## src/rtl/elastic_pkg.sv

```systemverilog
// Shared types and limits for the elastic pipeline register and its skid slots.
package elastic_pkg;

  localparam int MAX_STAGES = 8;

  typedef enum logic [1:0] {
    EMPTY = 2'd0,
    BUSY  = 2'd1,
    FULL  = 2'd2
  } slot_state_e;

endpackage

```

## src/rtl/elastic_slot.sv

```systemverilog
// One 2-entry skid slot: main register drives the output, skid catches the item
// accepted while the consumer stalls, so in_ready can come straight from a flop.
module elastic_slot
  import elastic_pkg::*;
#(
  parameter int               WIDTH     = 32,
  parameter logic [WIDTH-1:0] RESET_VAL = '0
) (
  input  logic             clk,
  input  logic             rst,
  input  logic             flush,
  input  logic             in_valid,
  output logic             in_ready,
  input  logic [WIDTH-1:0] in_data,
  output logic             out_valid,
  input  logic             out_ready,
  output logic [WIDTH-1:0] out_data
);

  slot_state_e      state_q, state_d;
  logic             rdy_q;
  logic [WIDTH-1:0] main_q;
  logic [WIDTH-1:0] skid_q;
  logic             accept;
  logic             load_main;
  logic             load_skid;
  logic             main_from_skid;

  assign accept = in_valid & rdy_q;

  always_comb begin
    state_d        = state_q;
    load_main      = 1'b0;
    load_skid      = 1'b0;
    main_from_skid = 1'b0;
    case (state_q)
      EMPTY: begin
        if (accept) begin
          state_d   = BUSY;
          load_main = 1'b1;
        end
      end
      BUSY: begin
        if (accept && !out_ready) begin
          state_d   = FULL;
          load_skid = 1'b1;
        end else if (accept && out_ready) begin
          load_main = 1'b1;
        end else if (out_ready) begin
          state_d = EMPTY;
        end
      end
      FULL: begin
        if (out_ready) begin
          state_d        = BUSY;
          main_from_skid = 1'b1;
        end
      end
      default: state_d = EMPTY;
    endcase
    // Flush wins over every handshake; data registers are left untouched.
    if (flush) begin
      state_d        = EMPTY;
      load_main      = 1'b0;
      load_skid      = 1'b0;
      main_from_skid = 1'b0;
    end
  end

  always_ff @(posedge clk or posedge rst) begin
    if (rst) begin
      state_q <= EMPTY;
      rdy_q   <= 1'b0;
      main_q  <= RESET_VAL;
    end else begin
      state_q <= state_d;
      rdy_q   <= (state_d != FULL);
      if (load_main)           main_q <= in_data;
      else if (main_from_skid) main_q <= skid_q;
    end
  end

  always_ff @(posedge clk) begin
    if (load_skid) skid_q <= in_data;
  end

  assign in_ready  = rdy_q;
  assign out_valid = (state_q != EMPTY);
  assign out_data  = main_q;

endmodule

```

## src/rtl/elastic_pipe_reg.sv

```systemverilog
// Elastic valid/ready pipeline register built from STAGES cascaded skid slots.
// Optional stall counter output enabled by defining ELASTIC_PIPE_STALL_CNT_EN.
module elastic_pipe_reg
  import elastic_pkg::*;
#(
  parameter int               WIDTH     = 32,
  parameter int               STAGES    = 1,
  parameter logic [WIDTH-1:0] RESET_VAL = '0
) (
  input  logic             clk,
  input  logic             rst,
  input  logic             flush,
  input  logic             in_valid,
  output logic             in_ready,
  input  logic [WIDTH-1:0] in_data,
  output logic             out_valid,
  input  logic             out_ready,
  output logic [WIDTH-1:0] out_data
`ifdef ELASTIC_PIPE_STALL_CNT_EN
  ,
  output logic [31:0]      stall_cnt
`endif
);

  if (STAGES < 1 || STAGES > MAX_STAGES) begin : g_bad_stages
    $error("elastic_pipe_reg: STAGES must be within 1..%0d", MAX_STAGES);
  end

  // Index k is the input side of slot k; index STAGES is the block output.
  logic             vld [0:STAGES];
  logic             rdy [0:STAGES];
  logic [WIDTH-1:0] dat [0:STAGES];

  assign vld[0]      = in_valid;
  assign dat[0]      = in_data;
  assign in_ready    = rdy[0];
  assign rdy[STAGES] = out_ready;
  assign out_valid   = vld[STAGES];
  assign out_data    = dat[STAGES];

  for (genvar k = 0; k < STAGES; k++) begin : g_slot
    elastic_slot #(
      .WIDTH     (WIDTH),
      .RESET_VAL (RESET_VAL)
    ) u_slot (
      .clk       (clk),
      .rst       (rst),
      .flush     (flush),
      .in_valid  (vld[k]),
      .in_ready  (rdy[k]),
      .in_data   (dat[k]),
      .out_valid (vld[k+1]),
      .out_ready (rdy[k+1]),
      .out_data  (dat[k+1])
    );
  end

`ifdef ELASTIC_PIPE_STALL_CNT_EN
  // Saturating count of cycles the head item waits on the consumer.
  always_ff @(posedge clk or posedge rst) begin
    if (rst) begin
      stall_cnt <= '0;
    end else if (out_valid && !out_ready && (stall_cnt != 32'hFFFF_FFFF)) begin
      stall_cnt <= stall_cnt + 32'd1;
    end
  end
`endif

endmodule

```

## config.mk

```make
export PLATFORM = sky130hd
export DESIGN_NAME = elastic_pipe_reg
export DESIGN_NICKNAME = d
export VERILOG_FILES = /design/src/rtl/elastic_pkg.sv /design/src/rtl/elastic_slot.sv /design/src/rtl/elastic_pipe_reg.sv
export SDC_FILE = /design/constraint.sdc
export NUM_CORES = 1
export LEC_CHECK = 0
export CAP_MARGIN = 20
export CORE_MARGIN = 5
export CORE_UTILIZATION = 64
export CTS_BUF_LIST = sky130_fd_sc_hd__clkbuf_8
export CTS_CLUSTER_DIAMETER = 50
export CTS_CLUSTER_SIZE = 30
export DETAILED_ROUTE_END_ITERATION = 7
export DONT_BUFFER_PORTS = 1
export HOLD_SLACK_MARGIN = 0.15
export PLACE_DENSITY = 0.8
export SYNTH_ARGS = -nofsm -noshare
export SYNTH_HDL_FRONTEND = slang
export SYNTH_SLANG_ARGS = --single-unit
export TNS_END_PERCENT = 1
```

## constraint.sdc

```tcl
create_clock -name clk -period 4.2 [get_ports clk]
set_input_delay 0.42 -clock clk [delete_from_list [all_inputs] [get_ports clk]]
set_output_delay 0.42 -clock clk [all_outputs]
set_load 0.05 [all_outputs]
```

[Yosys cells after proc, flatten, opt, wreduce, memory -nomap -nowiden]
Cells that the tools add are included.
Storage, ports and cells
  output and inout port bits: 34
  flip-flop bits (word level): 67
Operators by class
  bitwise operators: 1
  reduce and logical (&&, ||, !) cells: 6
  multiplexer cells: 20
  equality and inequality tests: 3
Operators by type and width (number)
  $mux W32: 2
  $mux W2: 6
  $mux W1: 10
  $pmux W2 S3: 1
  $reduce_bool A2 Y1: 2
  $eq A2 B1 Y1 const B: 1
  $eq A2 B2 Y1 const B: 1
  $logic_and A1 B1 Y1: 2
  $logic_not A2 Y1: 1
  $ne A2 B2 Y1 const B: 1
  $pmux W1 S2: 1
  $and A1 B1 Y1: 1
  $logic_not A1 Y1: 1

[Longest topological paths before layout]
Gate-level depths: netlist of the first run.
  depth after elaboration: 7
  gate-level depth with buffers: 6
  gate-level depth less buffers: 4

[Least setup slack after synthesis of the first run]
Ideal clock, no wire load.
  path type: register -> register
  start: register g_slot[0].u_slot.rdy_q
  end: register g_slot[0].u_slot.skid_q[0], enable pin
  setup time: 387 ps
  stages on the path, launching flop included: 4
  buffers on the path: 0
  slack: 1957 ps
  arrival: 1857 ps
  path through: dfrtp_1 -> nand2_1 -> or4_1 -> inv_1
Between the ends
  longest elaborated chain between the ends: 5
RTL lines
  from (decl): line elastic_slot.sv:21  | logic rdy_q;
  from (signal assigned): line elastic_slot.sv:77  | rdy_q <= (state_d != FULL);
  $and A1 B1 Y1: line elastic_slot.sv:29  | assign accept = in_valid & rdy_q;
  $logic_and A1 B1 Y1: line elastic_slot.sv:44  | if (accept && !out_ready) begin
  $mux W1: line elastic_slot.sv:44
  $mux W1: line elastic_slot.sv:36  | case (state_q)
  $mux W1: line elastic_slot.sv:62  | if (flush) begin
  net g_slot[0].u_slot.load_skid: line elastic_slot.sv:26  | logic load_skid;
  to (signal assigned): line elastic_slot.sv:84  | if (load_skid) skid_q <= in_data;
  to (decl): line elastic_slot.sv:23  | logic [WIDTH-1:0] skid_q;
The timed path passes the listed nets, and every way through them passes these cells.
A chain may end at the register's enable or synchronous reset.

[Final worst setup path of the first run]
  start: register g_slot[0].u_slot.rdy_q
  end: register g_slot[0].u_slot.main_q[29]
Between the ends
  longest elaborated chain between the ends: 7
  elaborated cells between the ends (all ways): 10
  classes of those cells: 6 x mux; 1 x bitwise; 3 x reduce/logical
RTL lines
  $and A1 B1 Y1 (*): line elastic_slot.sv:29
  $logic_and A1 B1 Y1: line elastic_slot.sv:47  | end else if (accept && out_ready) begin
  $mux W1: line elastic_slot.sv:47
  $mux W1: line elastic_slot.sv:44
  $pmux W1 S2 (*): line elastic_slot.sv:36
  $mux W1 (*): line elastic_slot.sv:62
  $mux W32 / $reduce_bool A2 Y1 (equally long branches)
  to (signal assigned): line elastic_slot.sv:78  | if (load_main) main_q <= in_data;
  to (signal assigned): line elastic_slot.sv:79  | else if (main_from_skid) main_q <= skid_q;
  to (decl): line elastic_slot.sv:22  | logic [WIDTH-1:0] main_q;
Mark *: on every way between the ends. The rest lies on a longest branch, timed or not.

==> results of run 1 <==
==> cells in the mapped netlist, drive strengths merged <==
cell,number
dfrtp,35
nor2,33
a21oi,32
edfxtp,32
mux2i,32
buf,9
inv,3
clkbuf,2
nand2b,2
a2bb2oi,1
mux2,1
nand2,1
nor3b,1
o21ai,1
o31a,1
or2,1
or4,1
or4b,1
==> logic make-up (layout without fill, tap and decap cells) <==
group | after synthesis | after routing
flip-flops | 67 | 67
buffers and inverters | 14 | 25
AND/OR/NAND/NOR | 40 | 40
AO/OA/AOI/OAI | 35 | 35
multiplexers | 33 | 33
==> layer usage <==
layer	wire length [um]	vias up	track usage, %	part of all wire, %
met1	1720	664	19.6	36
met3	455	5	10.3	9.6
li1	-	684	-	-
met5	0	-	0	0
met4	42	0	7.31	0.89
met2	2510	44	30.4	53
==> worst reg2reg max path: cells and delay by family, from the launching register on <==
| kind | cells | cell delay [ns] |
|---|---|---|
| flops | 1 | 0.65 |
| simple gates | 3 | 1.30 |
| compound gates | 1 | 0.05 |
| buf+inv | 1 | 0.30 |
==> power groups by stage <==
| stage | Sequential (mW) | Clock [mW] | Combinational, mW |
|---|---|---|---|
| final | 1.02 | 0.563 | 0.118 |
| after floorplan | 1.02 | 0 | 0.102 |
| after global routing | 1.03 | 0.607 | 0.134 |
| after global placement | 1.03 | 0 | 0.103 |
| after CTS | 1.02 | 0.574 | 0.117 |
| after detailed placement | 1.03 | 0 | 0.116 |
==> flip-flops by register name (all words and copies together) (netlist names) <==
| register | count |
|---|---|
| g_slot.u_slot.out_data | 32 |
| g_slot.u_slot.skid_q | 32 |
| g_slot.u_slot.state_q | 2 |
| g_slot.u_slot.in_ready | 1 |
==> worst paths after layout <==
path | start | to | slack (ns) | cells after the start
min in group asynchronous | rst | g_slot[0].u_slot.out_data[18]$_DFFE_PP0P_ | 0.64 | 3
max reg2reg | g_slot[0].u_slot.in_ready$_DFF_PP0_ | g_slot[0].u_slot.out_data[29]$_DFFE_PP0P_ | 1.76 | 5
max in group asynchronous | rst | g_slot[0].u_slot.out_data[8]$_DFFE_PP0P_ | 3.25 | 3
max | g_slot[0].u_slot.in_ready$_DFF_PP0_ | g_slot[0].u_slot.out_data[29]$_DFFE_PP0P_ | 1.76 | 5
min reg2reg | g_slot[0].u_slot.skid_q[18]$_DFFE_PP_ | g_slot[0].u_slot.out_data[18]$_DFFE_PP0P_ | 0.55 | 2
min | in_data[4] | g_slot[0].u_slot.skid_q[4]$_DFFE_PP_ | 0.18 | 0
==> timing repair <==
item,in CTS,in global routing
hold buffers,2,0
hold endpoints to repair,36,0
buffers inserted,0,0
endpoints found under the setup margin,0,0
==> cell usage in the layout (no fill, tap or decap), types with 2 or more instances in the layout <==
cell,count
buf_4,2
dlygate4sd3_1,2
dfrtp_1,35
clkbuf_8,9
edfxtp_1,32
clkinv_2,2
clkinvlp_4,3
nor2_1,33
mux2i_1,32
buf_16,2
inv_1,3
a21oi_1,32
nand2b_1,2
bufinv_16,2
==> area by class of cell <==
type                       count  area (um2)
sequential                    67        1840
multi-input combinational    108         691
clock inverter                 7        92.6
tap                           50        62.6
fill                         256        1090
clock buffer                   9         124
timing repair buffer           6        90.1
inverter                       3        11.3
==> metrics.cfg, run 1 <==
[yosys]
ys.warnings.count = 0
synth_top_area_share_pct = 36.4
synth_compound_area_share_pct = 6.92
ys_types = 19
avgSynthCellArea_um2 = 14.0
synth-xor-area-share_pct = 0
syn_area_um2 = 2640
yosysSeqAreaShare_pct = 69.6
yosys.area_share.simple_pct = 6.50
synth_top_family_by_area = multiplexers
syn-num-nets = 226
synth_fa_ha_area_share_pct = 0
synth.mux.area_fraction_pct = 12.6
syn_inst = 189
synth_area_leaders = edfxtp_1 36%, dfrtp_1 33%, mux2i_1 12%
ys_ff_latch = 67
yosysTopAreaCell = edfxtp_1

[clocking]
cts_sinks = 67
cts_root_buffer = clkbuf_8
cts.path.max_buffers = 2
insertion_delay_ns = 0.33
clk_pin_slew_ns = 0.07
cts_buffers = 9
cts_tree = yes
cts_repair_resize_count = 0
htreeDepth = 3

[power]
powerDensity_nw_per_um2 = 585
seqPwrFrac_pct = 59.9
ir_drop_mv = 0.352
pwr-share-comb_pct = 6.9
design_power_total_mw = 1.70
internal-power_mw = 1.14
p_switching_uw = 564
p_clk_share_pct = 33.1
leakage_nw = 1.05
p_sw_share_pct = 33.2

[timing]
fin_skew_ns = 0.00461
post-route-period-util_pct = 58.0
slew_headroom_pct = 54.1
holdWs_ns = 0.183
rsz0062_at_grt = no
min_period_ns = 2.44
max_freq_mhz = 410
finalSetupTns_ns = 0
maxSlewViolCount = 0
layout_setup_ws_ns = 1.76
finalSetupViolCount = 0
worstMarginPinSlew_ns = 0.687
hold_violations = 0

[die]
placementRows = 23
die-height_um = 74.2
die-area_um2 = 5510
start_util_pct = 66.0
die_w_um = 74.2
core_area_um2 = 4000
num_io_pins = 71

[setup_path]
path_cells = nand2_1 > or4b_2 > buf_16 > nor2_1 > a21oi_1
criticalPathCategory = reg2reg
max_stage_delay_ns = 1.00
crit_required_ns = 4.38
worst_path_max_delay_cell = or4b_2
cp_data_arrival_time_ns = 2.62
cp_max_fo = 34
cp_top_family = simple AND/OR/NAND/NOR gates
start_kind = flop
end_kind = flop
path_buf_inv = 1

[placed_design]
placed_area_um2 = 2640
place.gp.congestion = 0.699
dp_slack_ns = 1.68
port_buffers = 0
hpwl_mm = 3.23
dp_cells = 231

[status]
outcome = complete, no violations

[hold_path]
hold_class = in2reg

[route]
drtIter0Drc = 90
wl_per_cell_um = 18.9
vias_per_cell = 5.59
vias = 1397
drt-pass1-iter-count = 4
wl_mm = 4.73
drc = 0
postRouteAntennaNets = 0

[grt]
grtUsageTotal_pct = 18.4
grt_pass1_wl_mm = 7.37
grt_max_degree = 65
grt_pass1_vias = 1513
antenna_found_initial = 0
grt-ovfl-total = 0

[finish]
finish.instance_area_um2 = 2910
fin_util_pct = 72.7
drive_gt1_share_pct = 12.0
stdcell_count = 250
nNetsFinal = 232
antenna_cells = 0
synthToLayoutAreaGrowth_pct = 10.2

[run]
maxCapViolCount = 0

No activity file was read; power rests on OpenSTA's default activity.
==> run 2, diff against run 1 <==
--- a/config.mk
+++ b/config.mk
@@ -7,14 +7,14 @@
 export LEC_CHECK = 0
 export CAP_MARGIN = 20
 export CORE_MARGIN = 5
-export CORE_UTILIZATION = 64
+export CORE_UTILIZATION = 59
 export CTS_BUF_LIST = sky130_fd_sc_hd__clkbuf_8
 export CTS_CLUSTER_DIAMETER = 50
 export CTS_CLUSTER_SIZE = 30
 export DETAILED_ROUTE_END_ITERATION = 7
 export DONT_BUFFER_PORTS = 1
 export HOLD_SLACK_MARGIN = 0.15
-export PLACE_DENSITY = 0.8
+export PLACE_DENSITY = 0.78
 export SYNTH_ARGS = -nofsm -noshare
 export SYNTH_HDL_FRONTEND = slang
 export SYNTH_SLANG_ARGS = --single-unit
==> constraint.sdc (replaced) <==
create_clock -name clk -period 2.14 [get_ports clk]
set_input_delay 0.214 -clock clk [delete_from_list [all_inputs] [get_ports clk]]
set_output_delay 0.214 -clock clk [all_outputs]
set_load 0.05 [all_outputs]
==> run 2 against run 1 <==
Against the previous run: die area grew 7.3%; setup slack lost 1.4 ns; routed wire length grew 15%; register-to-register slack lost 1.4 ns; non-clock buffer count grew 39; fmax grew 34%; flip-flop and latch count is the same; core utilization grew 3.3 points; critical endpoint is now g_slot[0].u_slot.out_data[20]$_DFFE_PP0P_; clock power grew 120%.
==> metrics.cfg, run 2 (synthesis gave the netlist of run 1 again) <==
[timing]
worstMarginPinSlew_ns = 0.507  ; was 0.687 ns
min_period_ns = 1.82  ; was 2.44 ns
max_freq_mhz = 549  ; was 410 MHz
finalSetupTns_ns = 0  ; unchanged
rsz0062_at_grt = no  ; unchanged
hold_violations = 0  ; unchanged
finalSetupViolCount = 0  ; unchanged
post-route-period-util_pct = 85.1  ; was 58.0%
fin_skew_ns = 0.00636  ; was 0.00461 ns
slew_headroom_pct = 66.2  ; was 54.1%
holdWs_ns = 0.269  ; was 0.183 ns
layout_setup_ws_ns = 0.319  ; was 1.76 ns
maxSlewViolCount = 0  ; unchanged

[clocking]
cts_buffers = 9  ; unchanged
cts_tree = yes  ; unchanged
cts_repair_resize_count = 0  ; unchanged
insertion_delay_ns = 0.33  ; about the same
htreeDepth = 3  ; unchanged
cts_root_buffer = clkbuf_8  ; unchanged
clk_pin_slew_ns = 0.07  ; about the same
cts_sinks = 67  ; unchanged
cts.path.max_buffers = 2  ; unchanged

[power]
ir_drop_mv = 0.695  ; was 0.352 mV
leakage_nw = 1.23  ; was 1.05 nW
powerDensity_nw_per_um2 = 1060  ; was 585 nW/um2
design_power_total_mw = 3.52  ; was 1.70 mW

[hold_path]
hold_class = in2reg  ; unchanged

[route]
drt-pass1-iter-count = 4  ; unchanged
drc = 0  ; unchanged
wl_per_cell_um = 18.7  ; was 18.9 um
wl_mm = 5.44  ; was 4.73 mm
vias_per_cell = 5.50  ; was 5.59
drtIter0Drc = 89  ; was 90
postRouteAntennaNets = 0  ; unchanged
vias = 1600  ; was 1,397

[setup_path]
cp_data_arrival_time_ns = 2.00  ; was 2.62 ns
start_kind = flop  ; unchanged
cp_max_fo = 34  ; unchanged
r2r-end = g_slot[0].u_slot.out_data[20]$_DFFE_PP0P_  ; was g_slot[0].u_slot.out_data[29]$_DFFE_PP0P_
criticalPathCategory = reg2reg  ; unchanged
worst_path_max_delay_cell = or4b_2  ; unchanged
crit_start = g_slot[0].u_slot.state_q[0]$_DFF_PP0_  ; was g_slot[0].u_slot.in_ready$_DFF_PP0_
crit_end = g_slot[0].u_slot.out_data[20]$_DFFE_PP0P_  ; was g_slot[0].u_slot.out_data[29]$_DFFE_PP0P_
max_stage_delay_ns = 0.66  ; was 1.00 ns
end_kind = flop  ; unchanged
crit_required_ns = 2.32  ; was 4.38 ns
rr_worst_depth = 5  ; unchanged
r2r_slack_ns = 0.32  ; was 1.76 ns
path_cells = nand2b_1 > or4b_2 > buf_4 > nor2_1 > a21oi_1  ; was nand2_1 > or4b_2 > buf_16 > nor2_1 > a21oi_1
r2r-start = g_slot[0].u_slot.state_q[0]$_DFF_PP0_  ; was g_slot[0].u_slot.in_ready$_DFF_PP0_

[placed_design]
dp_cells = 239  ; was 231
dp_slack_ns = 0.369  ; was 1.68 ns
place.gp.congestion = 0.677  ; was 0.699
port_buffers = 0  ; unchanged
hpwl_mm = 3.51  ; was 3.23 mm

[grt]
antenna_found_initial = 0  ; unchanged
grt_pass1_vias = 1768  ; was 1,513
grt-ovfl-total = 0  ; unchanged
grtUsageTotal_pct = 19.4  ; was 18.4%
grt_pass1_wl_mm = 8.91  ; was 7.37 mm
grt_max_degree = 35  ; was 65

[finish]
layout_common_cells = 36 x dlygate4sd3_1, 35 x dfrtp_1, 33 x nor2_1  ; was 35 x dfrtp_1, 33 x nor2_1, 32 x mux2i_1, 32 x a21oi_1, 32 x edfxtp_1
synthToLayoutAreaGrowth_pct = 25.3  ; was 10.2%
mostFrequentLayoutCell = dlygate4sd3_1  ; was dfrtp_1
stdcell_count = 291  ; was 250
nNetsFinal = 271  ; was 232
antenna_cells = 0  ; unchanged
drive_gt1_share_pct = 11.3  ; was 12.0%

[die]
die_w_um = 76.9  ; was 74.2 um
num_io_pins = 71  ; unchanged
start_util_pct = 60.6  ; was 66.0%
placementRows = 24  ; was 23
die-area_um2 = 5910  ; was 5510 um2
core_area_um2 = 4350  ; was 4000 um2
die-height_um = 76.9  ; was 74.2 um

[run]
maxCapViolCount = 0  ; unchanged

[status]
outcome = complete, no violations  ; unchanged

==> run 2: cell count changes in the layout (fill, tap and decap cells not counted), sizes merged <==
cell / delta
clkinv: -1
buf: +5
dlygate4sd3: +34
bufinv: +1
clkinvlp: -2
inv: +2
==> run 2: worst max-delay path: cells and delay by family (launching register included) <==
family | cells | cell delay, ns
flops | 1 | 0.41
buf+inv | 1 | 0.28
simple gates | 3 | 0.94
compound gates | 1 | 0.06
==> run 2: repair_timing <==
action / in CTS / in global routing
hold endpoints to repair: 102 / 0
hold buffers: 36 / 0
buffers inserted: 0 / 0
==> run 2: layout make-up <==
class / instances / area [um2]
repair buffers: 45 / 465
fillers: 247 / 1050
multi-input cells: 108 / 691
flip-flops and latches: 67 / 1840
inverters: 3 / 15.0
clock inverters: 7 / 110
well taps: 52 / 65.1
clock buffers: 9 / 124
==> run 2: how the worst min path moves through the flow <==
stage                                                            to  cells after the start  slack, ns  start
after floorplan               g_slot[0].u_slot.state_q[0]$_DFF_PP0_                      1       0.28  flush
after global placement    g_slot[0].u_slot.out_data[19]$_DFFE_PP0P_                      2       0.15    rst
after detailed placement  g_slot[0].u_slot.out_data[19]$_DFFE_PP0P_                      2       0.18    rst
after CTS                       g_slot[0].u_slot.in_ready$_DFF_PP0_                      2       0.25  flush
after global routing            g_slot[0].u_slot.in_ready$_DFF_PP0_                      2       0.25  flush
final                           g_slot[0].u_slot.in_ready$_DFF_PP0_                      2       0.27  flush
==> run 2: per-stage QoR <==
step                instance area (um2)  utilization (%)
floorplan                          2640                -
global placement                   2710             62.3
detailed placement                 2710             62.3
CTS                                3310             75.9
global route                       3310             75.9
finish                             3310             75.9
==> run 2: power breakdown <==
part | switching (mW) | total (mW) | internal, mW | leakage (nW)
Clock | 0.452 | 1.22 | 0.764 | 0.127
Combinational | 0.157 | 0.308 | 0.152 | 0.424
Sequential | 0.522 | 2.00 | 1.47 | 0.676
Total | 1.13 | 3.52 | 2.39 | 1.23
==> run 2: routing by layer <==
layer / up-vias / GRT usage (%) / share of wire [%]
met3: 15 / 8.55 / 7.8
met1: 757 / 21.9 / 37
met2: 64 / 32.6 / 53
met5: - / 0 / 0
met4: 0 / 6.47 / 2.1
li1: 764 / - / -
